**src/rtl/mfp_mac_arr.sv**
```systemverilog
// mfp_mac_arr: ArrL independent signed multiply-accumulate channels sharing
// one valid/ready handshake. Three pipeline stages:
//   stage 1: clamp operands, multiply, register product + valid/last
//   stage 2: per-channel accumulate (saturating or wrapping), sticky overflow
//   stage 3: round the finished accumulation to OutW bits, present result
//
// Handshake: a beat moves on a rising edge when in_valid & in_ready; a result
// leaves on a rising edge when out_valid & out_ready. The whole pipeline
// advances together on adv = en & ~(out_valid & ~out_ready). While adv is low,
// every register holds its value, so a stalled result stays stable.
module mfp_mac_arr #(
  parameter int ArrL     = 4,
  parameter int In1W     = 8,
  parameter int In2W     = 8,
  parameter int AccW     = 24,
  parameter int OutW     = 16,
  parameter bit isFloor  = 1'b1,
  parameter bit Saturate = 1'b1
) (
  input  logic                   clk,
  input  logic                   rst,
  input  logic                   en,
  input  logic                   in_valid,
  output logic                   in_ready,
  input  logic                   in_last,
  input  logic [In1W*ArrL-1:0]   In1Arr,
  input  logic [In2W*ArrL-1:0]   In2Arr,
  output logic                   out_valid,
  input  logic                   out_ready,
  output logic [OutW*ArrL-1:0]   OutArr,
  output logic [ArrL-1:0]        ovf
);

  localparam int PW  = In1W + In2W - 1;
  localparam int AW1 = AccW + 1;
  localparam logic signed [AccW-1:0] ACC_POS = {1'b0, {(AccW-1){1'b1}}};
  localparam logic signed [AccW-1:0] ACC_NEG = {1'b1, {(AccW-2){1'b0}}, 1'b1};

  // Clamping the most negative operand to its symmetric neighbour keeps the
  // product inside PW bits, so the PW-wide multiply below never truncates.
  function automatic logic signed [PW-1:0] mul_clamped(
    input logic [In1W-1:0] a,
    input logic [In2W-1:0] b
  );
    logic        [In1W-1:0] ac;
    logic        [In2W-1:0] bc;
    logic signed [PW-1:0]   ax;
    logic signed [PW-1:0]   bx;
    ac = a;
    if (a == {1'b1, {(In1W-1){1'b0}}}) ac[0] = 1'b1;
    bc = b;
    if (b == {1'b1, {(In2W-1){1'b0}}}) bc[0] = 1'b1;
    ax = {{(In2W-1){ac[In1W-1]}}, ac};
    bx = {{(In1W-1){bc[In2W-1]}}, bc};
    return ax * bx;
  endfunction

  logic adv;

  // stage 1 state
  logic                 s1_valid_q;
  logic                 s1_last_q;
  logic signed [PW-1:0] s1_prod_q [ArrL];
  logic signed [PW-1:0] prod_d    [ArrL];

  // stage 2 state
  logic                   s2_valid_q;
  logic                   s2_last_q;
  logic                   first_q;
  logic signed [AccW-1:0] acc_q     [ArrL];
  logic        [ArrL-1:0] sticky_q;
  logic signed [AccW:0]   sum_d     [ArrL];
  logic signed [AccW-1:0] acc_add_d [ArrL];
  logic signed [AccW-1:0] load_d    [ArrL];
  logic        [ArrL-1:0] add_ovf_d;

  // stage 3 state
  logic                         out_valid_q;
  logic [ArrL-1:0][OutW-1:0]    out_arr_q;
  logic [ArrL-1:0]              ovf_q;
  logic [ArrL-1:0][OutW-1:0]    round_d;

  assign adv       = en & ~(out_valid_q & ~out_ready);
  assign in_ready  = adv & ~rst;
  assign out_valid = out_valid_q;
  assign OutArr    = out_arr_q;
  assign ovf       = ovf_q;

  // Per-channel clamped products of the current input beat.
  always_comb begin
    for (int gi = 0; gi < ArrL; gi++) begin
      prod_d[gi] = mul_clamped(In1Arr[gi*In1W +: In1W], In2Arr[gi*In2W +: In2W]);
    end
  end

  // Stage 1: capture products with the beat's valid and last bits.
  always_ff @(posedge clk or posedge rst) begin
    if (rst) begin
      s1_valid_q <= 1'b0;
      s1_last_q  <= 1'b0;
      for (int gi = 0; gi < ArrL; gi++) s1_prod_q[gi] <= '0;
    end else if (adv) begin
      s1_valid_q <= in_valid;
      s1_last_q  <= in_last;
      for (int gi = 0; gi < ArrL; gi++) s1_prod_q[gi] <= prod_d[gi];
    end
  end

  // Accumulate candidates: one extra bit exposes overflow as a sign-bit split.
  always_comb begin
    for (int gi = 0; gi < ArrL; gi++) begin
      sum_d[gi]     = AW1'(acc_q[gi]) + AW1'(s1_prod_q[gi]);
      add_ovf_d[gi] = sum_d[gi][AccW] ^ sum_d[gi][AccW-1];
      if (add_ovf_d[gi] && Saturate) begin
        acc_add_d[gi] = sum_d[gi][AccW] ? ACC_NEG : ACC_POS;
      end else begin
        acc_add_d[gi] = sum_d[gi][AccW-1:0];
      end
      load_d[gi] = AccW'(s1_prod_q[gi]);
    end
  end

  // Stage 2: load on the first beat of a frame, accumulate otherwise;
  // bubbles leave accumulators, sticky flags and frame position untouched.
  always_ff @(posedge clk or posedge rst) begin
    if (rst) begin
      s2_valid_q <= 1'b0;
      s2_last_q  <= 1'b0;
      first_q    <= 1'b1;
      sticky_q   <= '0;
      for (int gi = 0; gi < ArrL; gi++) acc_q[gi] <= '0;
    end else if (adv) begin
      s2_valid_q <= s1_valid_q;
      s2_last_q  <= s1_valid_q & s1_last_q;
      if (s1_valid_q) begin
        first_q <= s1_last_q;
        for (int gi = 0; gi < ArrL; gi++) begin
          if (first_q) begin
            acc_q[gi]    <= load_d[gi];
            sticky_q[gi] <= 1'b0;
          end else begin
            acc_q[gi]    <= acc_add_d[gi];
            sticky_q[gi] <= sticky_q[gi] | add_ovf_d[gi];
          end
        end
      end
    end
  end

  // Output rounding: keep the top OutW bits of each accumulator.
  for (genvar gi = 0; gi < ArrL; gi++) begin : g_round
    if (OutW == AccW) begin : g_pass
      assign round_d[gi] = acc_q[gi];
    end else begin : g_cut
      logic [OutW-1:0] top;
      assign top = acc_q[gi][AccW-1 -: OutW];
      if (isFloor) begin : g_floor
        assign round_d[gi] = top;
      end else begin : g_half
        localparam logic [OutW-1:0] OUT_POS = {1'b0, {(OutW-1){1'b1}}};
        logic [OutW:0] inc;
        // Round-half-up; only the positive end can overflow.
        assign inc = {top[OutW-1], top} + {{OutW{1'b0}}, acc_q[gi][AccW-OutW-1]};
        assign round_d[gi] = (inc[OutW] != inc[OutW-1]) ?
                             (Saturate ? OUT_POS : inc[OutW-1:0]) : inc[OutW-1:0];
      end
    end
  end

  // Stage 3: publish a result when a frame's last beat leaves stage 2.
  always_ff @(posedge clk or posedge rst) begin
    if (rst) begin
      out_valid_q <= 1'b0;
      out_arr_q   <= '0;
      ovf_q       <= '0;
    end else if (adv) begin
      if (s2_valid_q && s2_last_q) begin
        out_valid_q <= 1'b1;
        out_arr_q   <= round_d;
        ovf_q       <= sticky_q;
      end else begin
        out_valid_q <= 1'b0;
      end
    end
  end

endmodule
```
**config.mk**
```make
export PLATFORM = sky130hd
export DESIGN_NAME = mfp_mac_arr
export DESIGN_NICKNAME = d
export VERILOG_FILES = /design/src/rtl/mfp_mac_arr.sv
export SDC_FILE = /design/constraint.sdc
export NUM_CORES = 1
export LEC_CHECK = 0
export CORE_ASPECT_RATIO = 1.5
export CORE_UTILIZATION = 35
export DETAILED_ROUTE_END_ITERATION = 7
export PLACE_DENSITY = 0.64
export SETUP_SLACK_MARGIN = 0.05
export SLEW_MARGIN = 5
export SYNTH_ARGS = -nofsm -noshare
export SYNTH_HDL_FRONTEND = slang
export SYNTH_SLANG_ARGS = --single-unit
```
**constraint.sdc**
```tcl
create_clock -name clk -period 9.35 [get_ports clk]
set_clock_uncertainty 0.1 [all_clocks]
set_input_delay 1.4025 -clock clk [delete_from_list [all_inputs] [get_ports clk]]
set_output_delay 1.4025 -clock clk [all_outputs]
set_load 0.005 [all_outputs]
```
Word-level counts from Yosys, hierarchy flattened
Cells that the tools add are included.
- $add $sub $neg: 4
- multiply operators: 4
- equality and inequality tests: 8
- multiplexer cells: 25
- bitwise gates (word level): 15
- reduce and logical (&&, ||, !) cells: 3
- operator list (operator ; count):
    $mux 24 ; 12
    $add 24x15->25 ; 4
    $eq 8x8->1 const B ; 8
    $mul 8x8->15 ; 4
    $mux 1 ; 13
    $and 1x1->1 ; 4
    $or 1x1->1 ; 4
    $reduce_and 2->1 ; 2
    $xor 1x1->1 ; 4
    $not 1->1 ; 3
    $logic_and 1x1->1 ; 1
- register bits: 234
- input bits: 70
- output and inout bits: 70

Depth between registers and ports, before layout
- depth after elaboration: 5
- gate-level depth with buffers: 21
- depth with buffers taken out: 21

Least setup slack after synthesis
No wires, ideal clock.
- path type: in2reg
- start: in In2Arr[13]
- end: reg s1_prod_q, in the netlist load_d[61]
- setup time: 0.124 ns
- arrival: 5.598 ns
- slack: 3.528 ns
- cell stages on the path: 19
- path buffers: 1
- cells stage by stage: clkbuf_1 -> nor3_1 -> a21oi_1 -> nand2b_1 -> fa_1 -> fa_1 -> inv_1 -> fa_1 -> inv_1 -> fa_1 -> inv_1 -> ha_1 -> inv_1 -> o21ai_0 -> a21oi_1 -> o21ai_0 -> a31oi_1 -> nor4b_1 -> a211o_1
- word-level cells in the longest chain between the ends: 3
- RTL lines (element ; line ; source):
    start, declared ; 27 ; input logic [In2W*ArrL-1:0] In2Arr,
    $eq 8x8->1 ; 52 ; if (b == {1'b1, {(In2W-1){1'b0}}}) bc[0] = 1'b1;
    $mux 1 ; 52 ;
    $mul 8x8->15 * ; 55 ; return ax * bx;
    end, declared ; 63 ; logic signed [PW-1:0] s1_prod_q [ArrL];
Every way passes the cells marked *; elsewhere a longest branch is shown, timed or not.
A chain may end at the register's enable or synchronous reset.

Final worst setup path
- start: in In2Arr[23]
- end: reg s1_prod_q, in the netlist load_d[38]
The elaborated chain is that of the path after synthesis.

==> results.yml <==
cts:
  cts_setup_buffers: 0
  clockBufferDepth: 3
  post_cts_resized: 0
  hold_buffers: 0
  cts_tree: "yes"
  clk_pin_slew_ns: 0.07
  cts_buffers: 23
  cts_max_level: 1
  clock_latency_ns: 0.56
  clock_sinks: 234
  clockRootBuffer: "clkbuf_16"
grt:
  grt_pass1_vias: 18700
  use_met2_pct: 28.1
  busiest_layer: "met2"
  grt_pass1_wl_microns: 94500
  grt_max_degree: 89
  track_usage_pct: 16.4
  antenna_found_initial: 0
  grt_overflow: 0
  use_met3_pct: 1.09
  grtUsageMet1_pct: 21.8
logic_synthesis:
  synthArstFlopShare_pct: 100
  yosys_warnings: 0
  syn_inst: 2662
  synth_edf_count: 0
  synth_cell_types: 92
  ys_ff_latch: 234
  syn-num-nets: 3148
  ys_seq_area_share_pct: 24.4
  synthFlopType: "dfrtp_1"
  syn_area_sq_um: 24000
  avgSynthCellArea_sq_um: 9.01
cells_and_area:
  drive_above_1_share_pct: 5.77
  most-common-layout-cells: "inv_1 (331), nand2_1 (318), dfrtp_1 (233), fa_1 (212), ha_1 (204)"
  area_growth_pct: 12.7
  final_design_area_no_fill_sq_um: 27000
  final_nets: 3242
  n_antenna_cell: 0
  final_common_cell: "inv_1"
detailed_routing:
  vias: 18500
  antenna_left: 0
  drtPass1Iterations: 5
  wirelength_microns: 56500
  drt_iter0_markers: 778
  wl_per_cell_microns: 15.4
  drc_errors: 0
  viasPerCell: 5.04
die:
  dieArea_sq_um: 69600
  die_x_microns: 216
  coreArea_sq_um: 67800
  floorplan.die.height_microns: 323
  start_util_pct: 35.4
  top_level_ports: 140
  rows: 117
critical_path:
  required_ns: 9.68
  cp_common_cell: "inv_1"
  worstSetupPathType: "in2reg"
  slowest_stage: "clkdlybuf4s50_1"
  r2r_start: "load_d[62]$_DFFE_PP0P_"
  path_cells: "clkdlybuf4s50_1 -> nor4b_1 -> a21oi_1 -> nor2b_1 -> ha_1 -> inv_1 -> fa_1 -> inv_1 -> fa_1 -> inv_1 -> fa_1 -> inv_1 -> ha_1 -> a21boi_0 -> o21ai_0 -> a21oi_1 -> o211a_1 -> o21ai_0 -> nand3b_1"
  critPathTopFamily: "adder cells"
  critPathCaptureType: "flip-flop"
  crit_start: "In2Arr[23]"
  crit_arrival_ns: 6.54
  critPathBufInv: 5
  cp_slowest_stage_delay_ns: 0.60
  crit_fanout: 10
  crit_path_start_kind: "input pin"
placement:
  placed_cell_area_sq_um: 26300
  gp_congestion: 0.887
  portBuffers: 139
  dpl.hpwl_microns: 43800
outcome:
  status: "complete, no violations"
power_and_ir_drop:
  power.switching_mw: 4.57
  switching_share_pct: 48.0
  clockPowerShare_pct: 10.0
  ir_worst_vdd_mv: 0.194
  comb_power_share_pct: 70.2
  p_seq_share_pct: 19.8
  internal_power_mw: 4.96
  p_per_area_nw_per_um2: 353
  p_leak_nw: 12.2
sta:
  setup_tns_ns: 0
  rsz0062_at_grt: "false"
  slew_headroom_pct: 32.0
  hold_viol: 0
  clock.fmax_mhz: 161
  holdWs_ns: 0.393
  drv_slew: 0
  worstMarginPinSlew_ns: 1.02
  setup_violations: 0
  finalCritPeriodShare_pct: 66.5
  min_period_ns: 6.21
min_path:
  worstHoldPathType: "reg2reg"
  min_from: "ovf[3]$_DFFE_PP0P_"
flow_run:
  cap_violations: 0
worst min-delay path, delay by kind of cell, from the launching register on:
family           cells  cell delay [ns]
AND/OR/NAND/NOR      1             0.05
AO/OA/AOI/OAI        1             0.06
flip-flops           1             0.35
worst paths after layout:
check	slack, ns	cells past startpoint	endpoint
setup / recovery	3.14	19	load_d[38]$_DFFE_PP0P_
hold / removal	0.39	2	ovf[3]$_DFFE_PP0P_
setup reg to reg	5.56	9	acc_q[58]$_DFFE_PP0P_
hold reg to reg	0.39	2	ovf[3]$_DFFE_PP0P_
max in group asynchronous	6.43	3	load_d[54]$_DFFE_PP0P_
min in group asynchronous	1.26	2	ovf[1]$_DFFE_PP0P_
through the flow:
step	util (%)	setup slack, ns	total power, mW	std cells
after floorplan	-	1.43	6.93	2662
after global placement	38.7	2.72	8.53	3623
after detailed placement	38.7	2.60	8.60	3623
after CTS	39.9	3.18	9.61	3665
after global routing	39.9	2.79	10.5	3665
final	39.9	3.14	9.53	3665
layer usage:
layer	up-vias	wire length, microns
li1	9163	-
met1	8955	26200
met2	288	26900
met3	70	1730
met4	0	1620
met5	-	0
cell families (layout without fill, tap and decap cells):
group,Yosys count,in the layout,synth area share [%]
xor gates and xnor gates,124,124,4.64
adders and majority gates,420,420,28.5
DFF,234,234,24.4
muxes,73,73,3.40
AOI/OAI and AO/OA,603,603,15.8
buffers and inverters,414,525,6.63
and+or+nand+nor,794,794,16.5
sequential cells by signal, indices dropped and copies added (netlist names):
signal and flops:
s1_valid_q 1, s2_last_q 1, out_valid 1, load_d 60, s1_last_q 1, ovf 4
s2_valid_q 1, OutArr 64, acc_q 96, first_q 1, sticky_q 4
synthesized netlist by cell type, types with 10 or more instances:
library cell	n	share of area (%)
inv_1	333	5.2
nand2_1	319	5.0
dfrtp_1	233	24
fa_1	212	18
ha_1	204	11
o21ai_0	180	3.8
a21oi_1	178	3.7
and2_1	101	2.6
nor2_1	100	1.6
xnor2_1	72	2.6
mux2_2	67	3.1
nor2b_1	63	1.6
clkbuf_1	61	0.95
xor2_1	50	1.8
nand2b_1	49	1.3
a21o_1	40	1.3
or3_1	39	1.0
nor3_1	30	0.63
o211ai_1	30	0.94
a31oi_1	26	0.68
nand3_1	22	0.46
nor4b_1	13	0.47
o21a_1	12	0.38
o221ai_1	11	0.40
a211o_1	10	0.37
and3_1	10	0.26
o22ai_1	10	0.26
layout make-up:
class	count	area [sq um]
inverter	333	1260
multi-input combinational	2014	16600
timing repair buffer	150	1470
clock inverter	11	126
clock buffer	31	626
tap	892	1120
sequential	234	5860
fill	6810	40800
power by group through the flow:
stage	clock network (mW)	logic, mW	registers [mW]
after floorplan	0	5.18	1.76
after global placement	0	6.63	1.90
after detailed placement	0	6.68	1.91
after CTS	0.991	6.72	1.89
after global routing	1.02	7.57	1.95
final	0.955	6.69	1.88
Note: power is estimated with default switching activity, not from simulation.
